===== src/rtl/mips_pkg.sv =====
// Shared types and constants for the MIPS-style multiply/divide unit.
package mips_pkg;

    localparam int unsigned DATA_W       = 32;
    localparam int unsigned MULDIV_STEPS = 32;
    localparam int unsigned CNT_W        = 6;

    typedef enum logic [2:0] {
        OP_MULT  = 3'b000,
        OP_MULTU = 3'b001,
        OP_DIV   = 3'b010,
        OP_DIVU  = 3'b011,
        OP_MTHI  = 3'b100,
        OP_MTLO  = 3'b101,
        OP_RSV6  = 3'b110,
        OP_RSV7  = 3'b111
    } muldiv_op_t;

    typedef enum logic [1:0] {
        ST_IDLE,
        ST_CALC,
        ST_FIXUP,
        ST_DONE
    } muldiv_state_t;

    function automatic logic is_signed_op(input muldiv_op_t o);
        return (o == OP_MULT) || (o == OP_DIV);
    endfunction

    function automatic logic is_div_op(input muldiv_op_t o);
        return (o == OP_DIV) || (o == OP_DIVU);
    endfunction

endpackage


===== src/rtl/mul_div_unit.sv =====
// Iterative 32x32 multiply / 32/32 divide unit with architectural HI/LO registers.
// One shift-add or restoring shift-subtract step per cycle on sign-stripped operands.
module mul_div_unit
    import mips_pkg::*;
(
    input  logic              clk,
    input  logic              reset,
    input  logic              start,
    input  logic [2:0]        op,
    input  logic [DATA_W-1:0] A,
    input  logic [DATA_W-1:0] B,
    output logic              busy,
    output logic              done,
    output logic              div_by_zero,
    output logic [DATA_W-1:0] hi,
    output logic [DATA_W-1:0] lo
);

    localparam int unsigned PR_W = 2 * DATA_W;

    muldiv_state_t      state_q, nxt_state;
    logic [CNT_W-1:0]   count_q, nxt_count;
    logic [PR_W-1:0]    pr_q, nxt_pr;
    logic [DATA_W-1:0]  dvs_q, nxt_dvs;
    muldiv_op_t         op_q, nxt_op;
    logic               neg_q, nxt_neg;
    logic               rem_neg_q, nxt_rem_neg;
    logic               zero_q, nxt_zero;
    logic [DATA_W-1:0]  nxt_hi, nxt_lo;
    logic               nxt_busy, nxt_done, nxt_dbz;

    muldiv_op_t         op_in;
    logic               sgn_in;
    logic [DATA_W-1:0]  a_mag, b_mag;
    logic [DATA_W:0]    mul_sum, div_trial, div_diff;
    logic               div_ge;
    logic [PR_W-1:0]    prod_fix;
    logic [DATA_W-1:0]  quo_fix, rem_fix;

    // Shared 33-bit step arithmetic: pr_q holds {partial, multiplier} or {remainder, dividend/quotient}
    always_comb begin
        op_in     = muldiv_op_t'(op);
        sgn_in    = is_signed_op(op_in);
        a_mag     = (sgn_in && A[DATA_W-1]) ? DATA_W'(-A) : A;
        b_mag     = (sgn_in && B[DATA_W-1]) ? DATA_W'(-B) : B;
        mul_sum   = {1'b0, pr_q[PR_W-1:DATA_W]} + {1'b0, dvs_q};
        div_trial = {pr_q[PR_W-1:DATA_W], pr_q[DATA_W-1]};
        div_diff  = div_trial - {1'b0, dvs_q};
        // A set top bit means the trial already exceeds any 32-bit divisor
        div_ge    = div_trial[DATA_W] | ~div_diff[DATA_W];
        prod_fix  = neg_q ? PR_W'(-pr_q) : pr_q;
        quo_fix   = neg_q ? DATA_W'(-pr_q[DATA_W-1:0]) : pr_q[DATA_W-1:0];
        rem_fix   = rem_neg_q ? DATA_W'(-pr_q[PR_W-1:DATA_W]) : pr_q[PR_W-1:DATA_W];
    end

    // Next-state and datapath
    always_comb begin
        nxt_state   = state_q;
        nxt_count   = count_q;
        nxt_pr      = pr_q;
        nxt_dvs     = dvs_q;
        nxt_op      = op_q;
        nxt_neg     = neg_q;
        nxt_rem_neg = rem_neg_q;
        nxt_zero    = zero_q;
        nxt_hi      = hi;
        nxt_lo      = lo;

        case (state_q)
            ST_IDLE, ST_DONE: begin
                nxt_state = ST_IDLE;
                if (start) begin
                    case (op_in)
                        OP_MULT, OP_MULTU, OP_DIV, OP_DIVU: begin
                            nxt_state   = ST_CALC;
                            nxt_count   = '0;
                            nxt_pr      = {{DATA_W{1'b0}}, a_mag};
                            nxt_dvs     = b_mag;
                            nxt_op      = op_in;
                            nxt_neg     = sgn_in & (A[DATA_W-1] ^ B[DATA_W-1]);
                            nxt_rem_neg = sgn_in & A[DATA_W-1];
                            nxt_zero    = is_div_op(op_in) && (B == '0);
                        end
                        OP_MTHI: nxt_hi = A;
                        OP_MTLO: nxt_lo = A;
                        default: ;
                    endcase
                end
            end
            ST_CALC: begin
                if (count_q == CNT_W'(MULDIV_STEPS)) begin
                    nxt_state = ST_FIXUP;
                end else begin
                    nxt_count = count_q + CNT_W'(1);
                    if (is_div_op(op_q)) begin
                        nxt_pr = div_ge ? {div_diff[DATA_W-1:0], pr_q[DATA_W-2:0], 1'b1}
                                        : {div_trial[DATA_W-1:0], pr_q[DATA_W-2:0], 1'b0};
                    end else begin
                        nxt_pr = pr_q[0] ? {mul_sum, pr_q[DATA_W-1:1]}
                                         : {1'b0, pr_q[PR_W-1:1]};
                    end
                end
            end
            ST_FIXUP: begin
                nxt_state = ST_DONE;
                if (is_div_op(op_q)) begin
                    // Divide by zero leaves the remainder equal to A after sign fix
                    nxt_hi = rem_fix;
                    nxt_lo = zero_q ? {DATA_W{1'b1}} : quo_fix;
                end else begin
                    nxt_hi = prod_fix[PR_W-1:DATA_W];
                    nxt_lo = prod_fix[DATA_W-1:0];
                end
            end
            default: nxt_state = ST_IDLE;
        endcase

        nxt_busy = (nxt_state == ST_CALC) || (nxt_state == ST_FIXUP);
        nxt_done = (nxt_state == ST_DONE);
        nxt_dbz  = nxt_done && zero_q;
    end

    // All state, including the registered outputs
    always_ff @(posedge clk or posedge reset) begin
        if (reset) begin
            state_q     <= ST_IDLE;
            count_q     <= '0;
            pr_q        <= '0;
            dvs_q       <= '0;
            op_q        <= OP_MULT;
            neg_q       <= 1'b0;
            rem_neg_q   <= 1'b0;
            zero_q      <= 1'b0;
            hi          <= '0;
            lo          <= '0;
            busy        <= 1'b0;
            done        <= 1'b0;
            div_by_zero <= 1'b0;
        end else begin
            state_q     <= nxt_state;
            count_q     <= nxt_count;
            pr_q        <= nxt_pr;
            dvs_q       <= nxt_dvs;
            op_q        <= nxt_op;
            neg_q       <= nxt_neg;
            rem_neg_q   <= nxt_rem_neg;
            zero_q      <= nxt_zero;
            hi          <= nxt_hi;
            lo          <= nxt_lo;
            busy        <= nxt_busy;
            done        <= nxt_done;
            div_by_zero <= nxt_dbz;
        end
    end

endmodule


===== config.mk =====
export PLATFORM = sky130hd
export DESIGN_NAME = mul_div_unit
export DESIGN_NICKNAME = d
export VERILOG_FILES = /design/src/rtl/mips_pkg.sv /design/src/rtl/mul_div_unit.sv
export SDC_FILE = /design/constraint.sdc
export NUM_CORES = 1
export LEC_CHECK = 0
export ABC_CLOCK_PERIOD_IN_PS = 4700
export BUFFER_PORTS_ARGS = -buffer_cell sky130_fd_sc_hd__buf_2
export CORE_ASPECT_RATIO = 0.6
export CORE_UTILIZATION = 35
export CTS_BUF_LIST = sky130_fd_sc_hd__clkbuf_8
export DETAILED_ROUTE_END_ITERATION = 7
export PLACE_DENSITY = 0.53
export SLEW_MARGIN = 15
export SYNTH_ARGS = -nofsm -noshare
export SYNTH_HDL_FRONTEND = slang
export SYNTH_SLANG_ARGS = --single-unit

===== constraint.sdc =====
create_clock -name clk -period 4.7 [get_ports clk]
set_input_delay 0.235 -clock clk [delete_from_list [all_inputs] [get_ports clk]]
set_output_delay 0.235 -clock clk [all_outputs]
set_load 0.02 [all_outputs]

# Word-level counts from Yosys, hierarchy flattened
# Index checks and enable logic that the tools add are counted.
[totals]
register_bits = 177
out_inout_bits = 67
[classes]
addsub = 8
eq_ne = 19
muxes = 29
n_bitwise = 5
n_reduce_logical = 19
[ops]
columns = ["op", "n"]
rows = [
  ["$mux W64", 7],
  ["$mux W32", 11],
  ["$neg A32 Y32", 4],
  ["$pmux W32 S2", 2],
  ["$pmux W64 S2", 1],
  ["$neg A64 Y64", 1],
  ["$add A32 B32 Y33", 1],
  ["$sub A33 B32 Y33", 1],
  ["$logic_not A32 Y1", 1],
  ["$mux W6", 3],
  ["$eq A3 B2 Y1 const B", 4],
  ["$pmux W6 S2", 1],
  ["$reduce_and A3 Y1", 3],
  ["$eq A2 B2 Y1 const B", 4],
  ["$add A6 B1 Y6 const B", 1],
  ["$eq A3 B3 Y1 const B", 2],
  ["$eq A6 B6 Y1 const B", 1],
  ["$ne A2 B1 Y1 const B", 3],
  ["$pmux W2 S3", 1],
  ["$eq A2 B1 Y1 const B", 2],
  ["$logic_and A1 B1 Y1", 4],
  ["$logic_or A1 B1 Y1", 4],
  ["$ne A2 B2 Y1 const B", 2],
  ["$reduce_and A4 Y1", 1],
  ["12 further kinds", 15],
]

# Depth between registers and ports, before layout
# Gate-level depths: netlist of run 1.
[depth]
depth_word = 7
mapped_depth = 14

# Least setup slack after synthesis of run 1
# No wires, ideal clock.
[synth_path]
path_kind = "register to register"
start = "register pr_q[31]"
end = "register pr_q[62]"
arrival_ns = 2.970
t_required_ns = 4.578
setup_slack_ns = 1.609
stages_incl_launch_ff = 15
n_path_buf = 2
period_less_slack_ns = 3.091
path_cell_list = "dfrtp_1 inv_1 ha_1 fa_1 nor2b_1 o31a_1 o211ai_1 a221oi_1 o21ai_0 and3_1 clkbuf_1 clkbuf_1 a21oi_1 o21ai_0 a32o_1"
[synth_via]
elab_chain_cells = 7
[synth_lines]
columns = ["element", "line_no", "text"]
rows = [
  ["start, declared", "mul_div_unit.sv:23", "logic [PR_W-1:0] pr_q, nxt_pr;"],
  ["start signal, assigned", "mul_div_unit.sv:142", "pr_q <= nxt_pr;"],
  ["$sub A33 B32 Y33 (*)", "mul_div_unit.sv:48", "div_diff = div_trial - {1'b0, dvs_q};"],
  ["$not A1 Y1", "mul_div_unit.sv:50", "div_ge = div_trial[DATA_W] | ~div_diff[DATA_W];"],
  ["$or A1 B1 Y1", "mul_div_unit.sv:50", ""],
  ["$mux W64 (*)", "mul_div_unit.sv:96", "nxt_pr = div_ge ? {div_diff[DATA_W-1:0], pr_q[DATA_W-2:0], 1'b1}"],
  ["$mux W64 (*)", "mul_div_unit.sv:95", "if (is_div_op(op_q)) begin"],
  ["$mux W64 (*)", "mul_div_unit.sv:91", "if (count_q == CNT_W'(MULDIV_STEPS)) begin"],
  ["$pmux W64 S2 (*)", "mul_div_unit.sv:69", "case (state_q)"],
]
# Mark *: on every way between the ends. The rest lies on a longest branch, timed or not. The select of a mux whose other input is x is not followed.
# A chain may end at the register's enable or synchronous reset.

# Worst setup path after layout of run 1
[layout_path]
start = "register pr_q[31]"
end = "register pr_q[35]"
# Same word-level chain as after synthesis.

==> results of run 1 <==
[area by class of cell]
class	instances	area [um^2]	area share, %
antenna	1	2.502	0.01524
clock buffer	18	247.7	1.509
clock inverter	14	152.6	0.9295
inverter	69	262.8	1.600
multi-input combinational	1560	9595	58.43
sequential	176	4404	26.82
tap	560	700.7	4.267
timing repair buffer	182	1056	6.430
[flip-flops by register name, summed over array words and instances (netlist names), 2 cells and up]
| name | count |
|---|---|
| count_q | 6 |
| dvs_q | 32 |
| hi | 32 |
| lo | 32 |
| op_q | 2 |
| pr_q | 64 |
| state_q | 2 |
[metrics by stage]
| step | instance area [um^2] | std cells | power (mW) | utilization [%] |
|---|---|---|---|---|
| 6_report | 16420 | 2580 | 6.519 | 40.19 |
| 5_1_grt | 16420 | 2580 | 6.991 | 40.19 |
| 4_1_cts | 16420 | 2579 | 6.497 | 40.18 |
| 3_5_place_dp | 15950 | 2540 | 5.324 | 39.03 |
| 3_3_place_gp | 15950 | 2540 | 5.283 | 39.03 |
| 2_1_floorplan | 14660 | 1920 | 4.370 | - |
[synthesized netlist by cell type (11+ instances only)]
cell        n  area [um^2]
a211oi_1   37        277.8
a21o_1     26        195.2
a21oi_1   140        700.7
a31oi_1    14        87.58
and2_1     11        68.82
and3_1     19        118.9
clkbuf_1  102        382.9
dfrtp_1   176         4404
ha_1       72        900.9
inv_1      69        259.0
mux2i_1    18        180.2
nand2_1   303         1137
nand2b_1   20        125.1
nand3_1    54        270.3
nand4_1    15        93.84
nor2_1    105        394.1
nor2b_1    17        106.4
nor3_1     31        155.2
nor4_1     16        100.1
o211ai_1   24        180.2
o21ai_0   252         1261
o22ai_1    35        219.0
o31ai_1    36        270.3
or3_1      18        112.6
or4_1      11        82.58
xnor2_1   106        928.4
xor2_1     59        516.8
[metal layers]
metal / part of all wire, % / up-vias / track usage [%]
met5: 0 / - / 0
met4: 0.89 / 0 / 4.258
met3: 7.2 / 32 / 5.320
met2: 38 / 484 / 32.61
met1: 54 / 7142 / 40.97
li1: - / 7064 / -
[worst min-delay path, stage by stage]
cell     delay [ns]
buf_2          0.11
xnor2_1        0.11
o21ai_0        0.07
[worst min-delay path by stage]
| stage | cells past startpoint | end | slack (ns) |
|---|---|---|---|
| after floorplan | 2 | dvs_q[31] | 0.37 |
| after global placement | 2 | lo[4] | 0.46 |
| after detailed placement | 2 | lo[2] | 0.47 |
| after CTS | 3 | dvs_q[21] | 0.003 |
| after global routing | 3 | dvs_q[19] | 0.01 |
| final | 3 | dvs_q[9] | 0.03 |
[cells by family after synthesis]
logic type / count (synthesis)
flip-flops: 176
multiplexers: 23
AO/OA/AOI/OAI: 640
buffers and inverters: 184
XOR/XNOR: 165
adder cells (fa/ha/maj): 74
AND/OR/NAND/NOR: 658
[cells in the final DEF, fill, tap and decap left out, drive strengths merged, types with 18 or more instances in the layout]
cell type  netlist  final
nand2          305    305
o21ai          252    252
dfrtp          176    176
buf             13    175
a21oi          140    140
xnor2          106    106
nor2           106    106
inv             69     74
ha              72     72
xor2            59     59
nand3           54     54
o31ai           38     38
a211oi          37     37
o22ai           35     35
nor3            34     34
a21o            26     26
o211ai          24     24
nand2b          20     20
and3            19     19
or3             19     19
mux2i           18     18
clkbuf         102     18
[power breakdown]
part / switching [mW] / total (mW) / internal, mW
clock: 0.695 / 1.15 / 0.453
combinational: 1.99 / 3.19 / 1.20
sequential: 0.386 / 2.18 / 1.79
==> out/metrics.yaml, run 1 <==
critical_path:
  worstPathRequired_ns: 5.11
  reg2reg_depth: 12
  criticalPathCategory: "register to register"
  cp-start-kind: "register"
  reg2reg_from: "pr_q[31]"
  crit_arrival_ns: 4.52
  crit_fanout: 27
  crit_buf_inv: 2
  worstReg2RegEnd: "pr_q[35]"
  crit_chain: "inv_1 -> ha_1 -> fa_1 -> nor2b_1 -> o31a_1 -> o211ai_1 -> a221oi_1 -> o21ai_0 -> and3_1 -> buf_4 -> o311a_1 -> o31ai_1"
  crit_family: "compound AO/OA/AOI/OAI gates"
  crit_path_end_kind: "register"
  cp.depth: 12
  cpPeakStageDelay_ns: 0.57
  crit_path_end: "pr_q[35]"
  cp-startpoint: "pr_q[31]"
  rrSetupSlack_ns: 0.59
  cpMaxStageDelayCell: "a221oi_1"
finish:
  drive_above_1_share_pct: 11.94
  area_growth_pct: 12.03
  fillers: 4232
  final_nets: 2150
place:
  io_buffers: 136
  post-place-ws_ns: 0.7529
  place.gp.congestion: 0.9435
  dp_hpwl_um: 39920
logic_synthesis:
  synthArstFlopShare_pct: 100.0
  synthSimpleGateAreaFrac_pct: 21.01
  synth.avg_cell_area_um2: 7.635
  synth_nets: 2064
  synth_top_family_by_area: "compound AO/OA/AOI/OAI gates"
  synth.area.mux_share_pct: 1.613
  synth_flop_cell: "dfrtp_1"
  synth_edf_count: 0
  yosysSeqAreaShare_pct: 30.04
  synth_cell_types: 70
  yosysWarnings: 0
  netlist_instances: 1920
  synthAdderAreaFrac_pct: 6.419
  synth_xor_area_share_pct: 9.858
  syn_area_mm2: 0.01466
  synth-compound-area-share_pct: 26.31
  ys_ff_latch: 176
grt:
  grt_usage_pct: 25.02
  grt_pass1_wl_um: 83060
  grt_max_degree: 124
  overflow: 0
  grt_pass1_vias: 13753
  antenna_found_initial: 1
die:
  die_h_um: 160.5
  rows: 57
  core_mm2: 0.04087
  initial_core_util_pct: 35.87
  die_width_um: 266.2
  io_pins: 137
  die_area_mm2: 0.04273
sta:
  relSlewSlack_pct: 29.15
  tns_ns: 0
  min_period_ns: 4.108
  setup_violations: 0
  finalCritPeriodShare_pct: 87.40
  rsz0062_at_grt: "no"
  worstMarginPinSlew_ns: 1.059
  hold_viol: 0
  whs_ns: 0.03402
  fmax_mhz: 243.4
  clock_skew_ns: 0.02302
  setup_ws_ns: 0.5920
  slew_violations: 0
clock_tree:
  cts.sinks: 176
  cts_setup_buffers: 0
  cts_made_buffers: 17
  cts_htree_levels: 4
  cts_tree: "built"
  clock_path_buffers: 2
  clk_pin_slew_ns: 0.12
  clock_latency_ns: 0.52
  hold_buffers: 7
  cts_root_buf: "clkbuf_8"
  cts-resized-gates: 0
power:
  p_leak_nw: 7.181
  vdd_drop_max_mv: 0.1661
  power_density_mw_per_mm2: 396.9
routing:
  final_antenna_net_count: 0
  vias: 14722
  wl_um: 53140
  dr.pass1.iters: 5
  vias_per_cell: 5.706
  drc_errors: 0
  wl_per_cell_um: 20.60
  initialDrtViolationCount: 1286
job:
  max_cap_violations: 0
min_path:
  min-delay-start: "B[9]"
  hold_class: "primary input to register"
outcome:
  outcome: "finished, final reports clean"
Note: power is estimated with default switching activity, not from simulation.
==> run 2, diff against run 1 <==
--- a/config.mk
+++ b/config.mk
@@ -8,11 +8,11 @@
 export ABC_CLOCK_PERIOD_IN_PS = 4700
 export BUFFER_PORTS_ARGS = -buffer_cell sky130_fd_sc_hd__buf_2
 export CORE_ASPECT_RATIO = 0.6
-export CORE_UTILIZATION = 35
+export CORE_UTILIZATION = 55
 export CTS_BUF_LIST = sky130_fd_sc_hd__clkbuf_8
 export DETAILED_ROUTE_END_ITERATION = 7
-export PLACE_DENSITY = 0.53
-export SLEW_MARGIN = 15
+export PLACE_DENSITY = 0.77
+export SLEW_MARGIN = 0
 export SYNTH_ARGS = -nofsm -noshare
 export SYNTH_HDL_FRONTEND = slang
 export SYNTH_SLANG_ARGS = --single-unit
==> run 2 against run 1 <==
Compared with the run above:
- first-iteration DRC count grew 62%
- register-to-register slack gained 0.16 ns
- total power grew 0.77%
- worst setup slack gained 0.16 ns
- combinational power is essentially flat
- fmax grew 4.0%
- non-clock buffer count shrank 12
- core utilization grew 22 points
- sequential power is essentially flat
- wire length shrank 7.1%
- critical path depth shrank 2
- clock power is essentially flat
- critical path type unchanged
==> out/metrics.yaml, run 2 (same netlist as run 1, synthesis figures left out) <==
outcome:
  outcome: "finished, final reports clean"
finish:
  insertedDiodeCount: 0  # -1
  largest_reg_flops: 64  # unchanged
  finalNonFillerCells: 2359  # -8.6%
  layout_common_cells: "nand2_1, o21ai_0, dfrtp_1, a21oi_1, buf_2"
  final_nets: 2138  # -0.56%
  fin_util_pct: 62.55  # +22 points
  max_flop_register: "pr_q"
  final_area_mm2: 0.01610  # -2.0%
  drive_above_1_share_pct: 11.56  # -0.38 points
  final_common_cell: "nand2_1"
  area_growth_pct: 9.798
critical_path:
  cpMaxStageDelayCell: "a211oi_1"
  crit_path_end_kind: "register"
  cp-start-kind: "register"
  crit_path_end: "pr_q[56]"
  rrSetupSlack_ns: 0.75  # +0.16 ns
  crit_fanout: 9  # -67%
  worstReg2RegEnd: "pr_q[56]"
  reg2reg_from: "pr_q[34]"
  worstPathRequired_ns: 5.14  # +0.03 ns
  cpPeakStageDelay_ns: 0.65  # +0.08 ns
  reg2reg_depth: 10  # -2
  criticalPathCategory: "register to register"
  crit_arrival_ns: 4.39  # -0.13 ns
  cp-startpoint: "pr_q[34]"
  crit_chain: "ha_1 -> a211oi_1 -> o211ai_1 -> a2111oi_0 -> nor2_1 -> a21oi_1 -> nor3_1 -> mux2_2 -> a221o_1 -> o21ai_0"
grt:
  grt_pass1_vias: 13599  # -1.1%
  grt_pass1_wl_um: 77060  # -7.2%
  overflow: 0  # unchanged
  antenna_found_initial: 1  # unchanged
  grt_usage_pct: 36.70  # +12 points
  grt_max_degree: 138  # +11%
clock_tree:
  hold_buffers: 4  # -3
  clock_path_buffers: 2  # unchanged
  clk_pin_slew_ns: 0.10  # -0.02 ns
  cts_made_buffers: 17  # unchanged
  cts.sinks: 176  # unchanged
  cts_htree_levels: 4  # unchanged
  cts_tree: "built"
  cts-resized-gates: 0  # unchanged
  cts_setup_buffers: 0  # unchanged
  clock_latency_ns: 0.52  # about the same
  cts_root_buf: "clkbuf_8"
sta:
  fmax_mhz: 253.3  # +4.0%
  finalCritPeriodShare_pct: 84.01  # -3.4 points
  relSlewSlack_pct: 33.05  # +3.9 points
  hold_viol: 0  # unchanged
  min_period_ns: 3.948  # -0.1597 ns
  slew_violations: 0  # unchanged
  rsz0062_at_grt: "no"
  tns_ns: 0  # unchanged
  worstMarginPinSlew_ns: 1.004  # -0.05462 ns
  clock_skew_ns: 0.01430  # -0.008713 ns
  whs_ns: 0.03110  # -0.002917 ns
  setup_ws_ns: 0.7517  # +0.1597 ns
  setup_violations: 0  # unchanged
place:
  dpl_cell_area_mm2: 0.01563  # -2.0%
  io_buffers: 136  # unchanged
  place.gp.congestion: 0.9740  # +3.2%
  post-place-ws_ns: 0.9126  # +0.1597 ns
  place_inst: 2323  # -8.5%
  dp_hpwl_um: 36520  # -8.5%
routing:
  drc_errors: 0  # unchanged
  initialDrtViolationCount: 2086  # +62%
  vias: 15281  # +3.8%
  final_antenna_net_count: 0  # unchanged
  wl_per_cell_um: 20.92  # +1.6%
  wl_um: 49360  # -7.1%
  dr.pass1.iters: 6  # +1
  vias_per_cell: 6.478  # +14%
die:
  die_h_um: 128.5  # -20%
  rows: 45  # -21%
  initial_core_util_pct: 56.97  # +21 points
  core_mm2: 0.02573  # -37%
  die_area_mm2: 0.02733  # -36%
  io_pins: 137  # unchanged
  die_width_um: 212.8  # -20%
power:
  vdd_drop_max_mv: 0.2122  # +28%
  p_leak_nw: 7.142  # -0.55%
  power_density_mw_per_mm2: 408.1  # +2.8%
  power_mw: 6.569  # +0.77%
min_path:
  hold_class: "primary input to register"
job:
  max_cap_violations: 0  # unchanged
## run 2: cell type report
class                      instances  area, um^2
sequential                       176        4404
clock buffer                      20       275.3
timing repair buffer             170       970.9
fill                            2304        9635
multi-input combinational       1560        9595
inverter                          69       262.8
clock inverter                    12       146.4
tap                              352       440.4
## run 2: routing by layer
layer,up-vias,track usage [%],wire length [um]
met5,-,0,0
met4,0,7.702,638
met3,70,11.06,6623
met2,957,48.42,19260
met1,7220,57.46,22840
li1,7034,-,-
## run 2: worst min-delay path by stage
stage,start,end,slack [ns],depth (start not counted)
after floorplan,B[31],dvs_q[31],0.37,2
after global placement,reset,dvs_q[4],0.44,3
after detailed placement,reset,dvs_q[4],0.44,3
after CTS,B[21],dvs_q[21],0.01,3
after global routing,B[25],dvs_q[25],0.03,3
final,B[12],dvs_q[12],0.03,3
## run 2: critical path, delay by kind of cell (launching register included)
| family | cells | cell delay (ns) |
|---|---|---|
| flip-flops | 1 | 0.52 |
| multiplexers | 1 | 0.28 |
| AO/OA/AOI/OAI | 6 | 2.35 |
| AND/OR/NAND/NOR | 2 | 0.35 |
| adder cells (fa/ha/maj) | 1 | 0.36 |
## run 2: report_power, final
group / total, mW / internal [mW] / switching, mW
Clock: 1.17 / 0.529 / 0.646
Combinational: 3.20 / 1.20 / 2.00
Sequential: 2.19 / 1.80 / 0.398
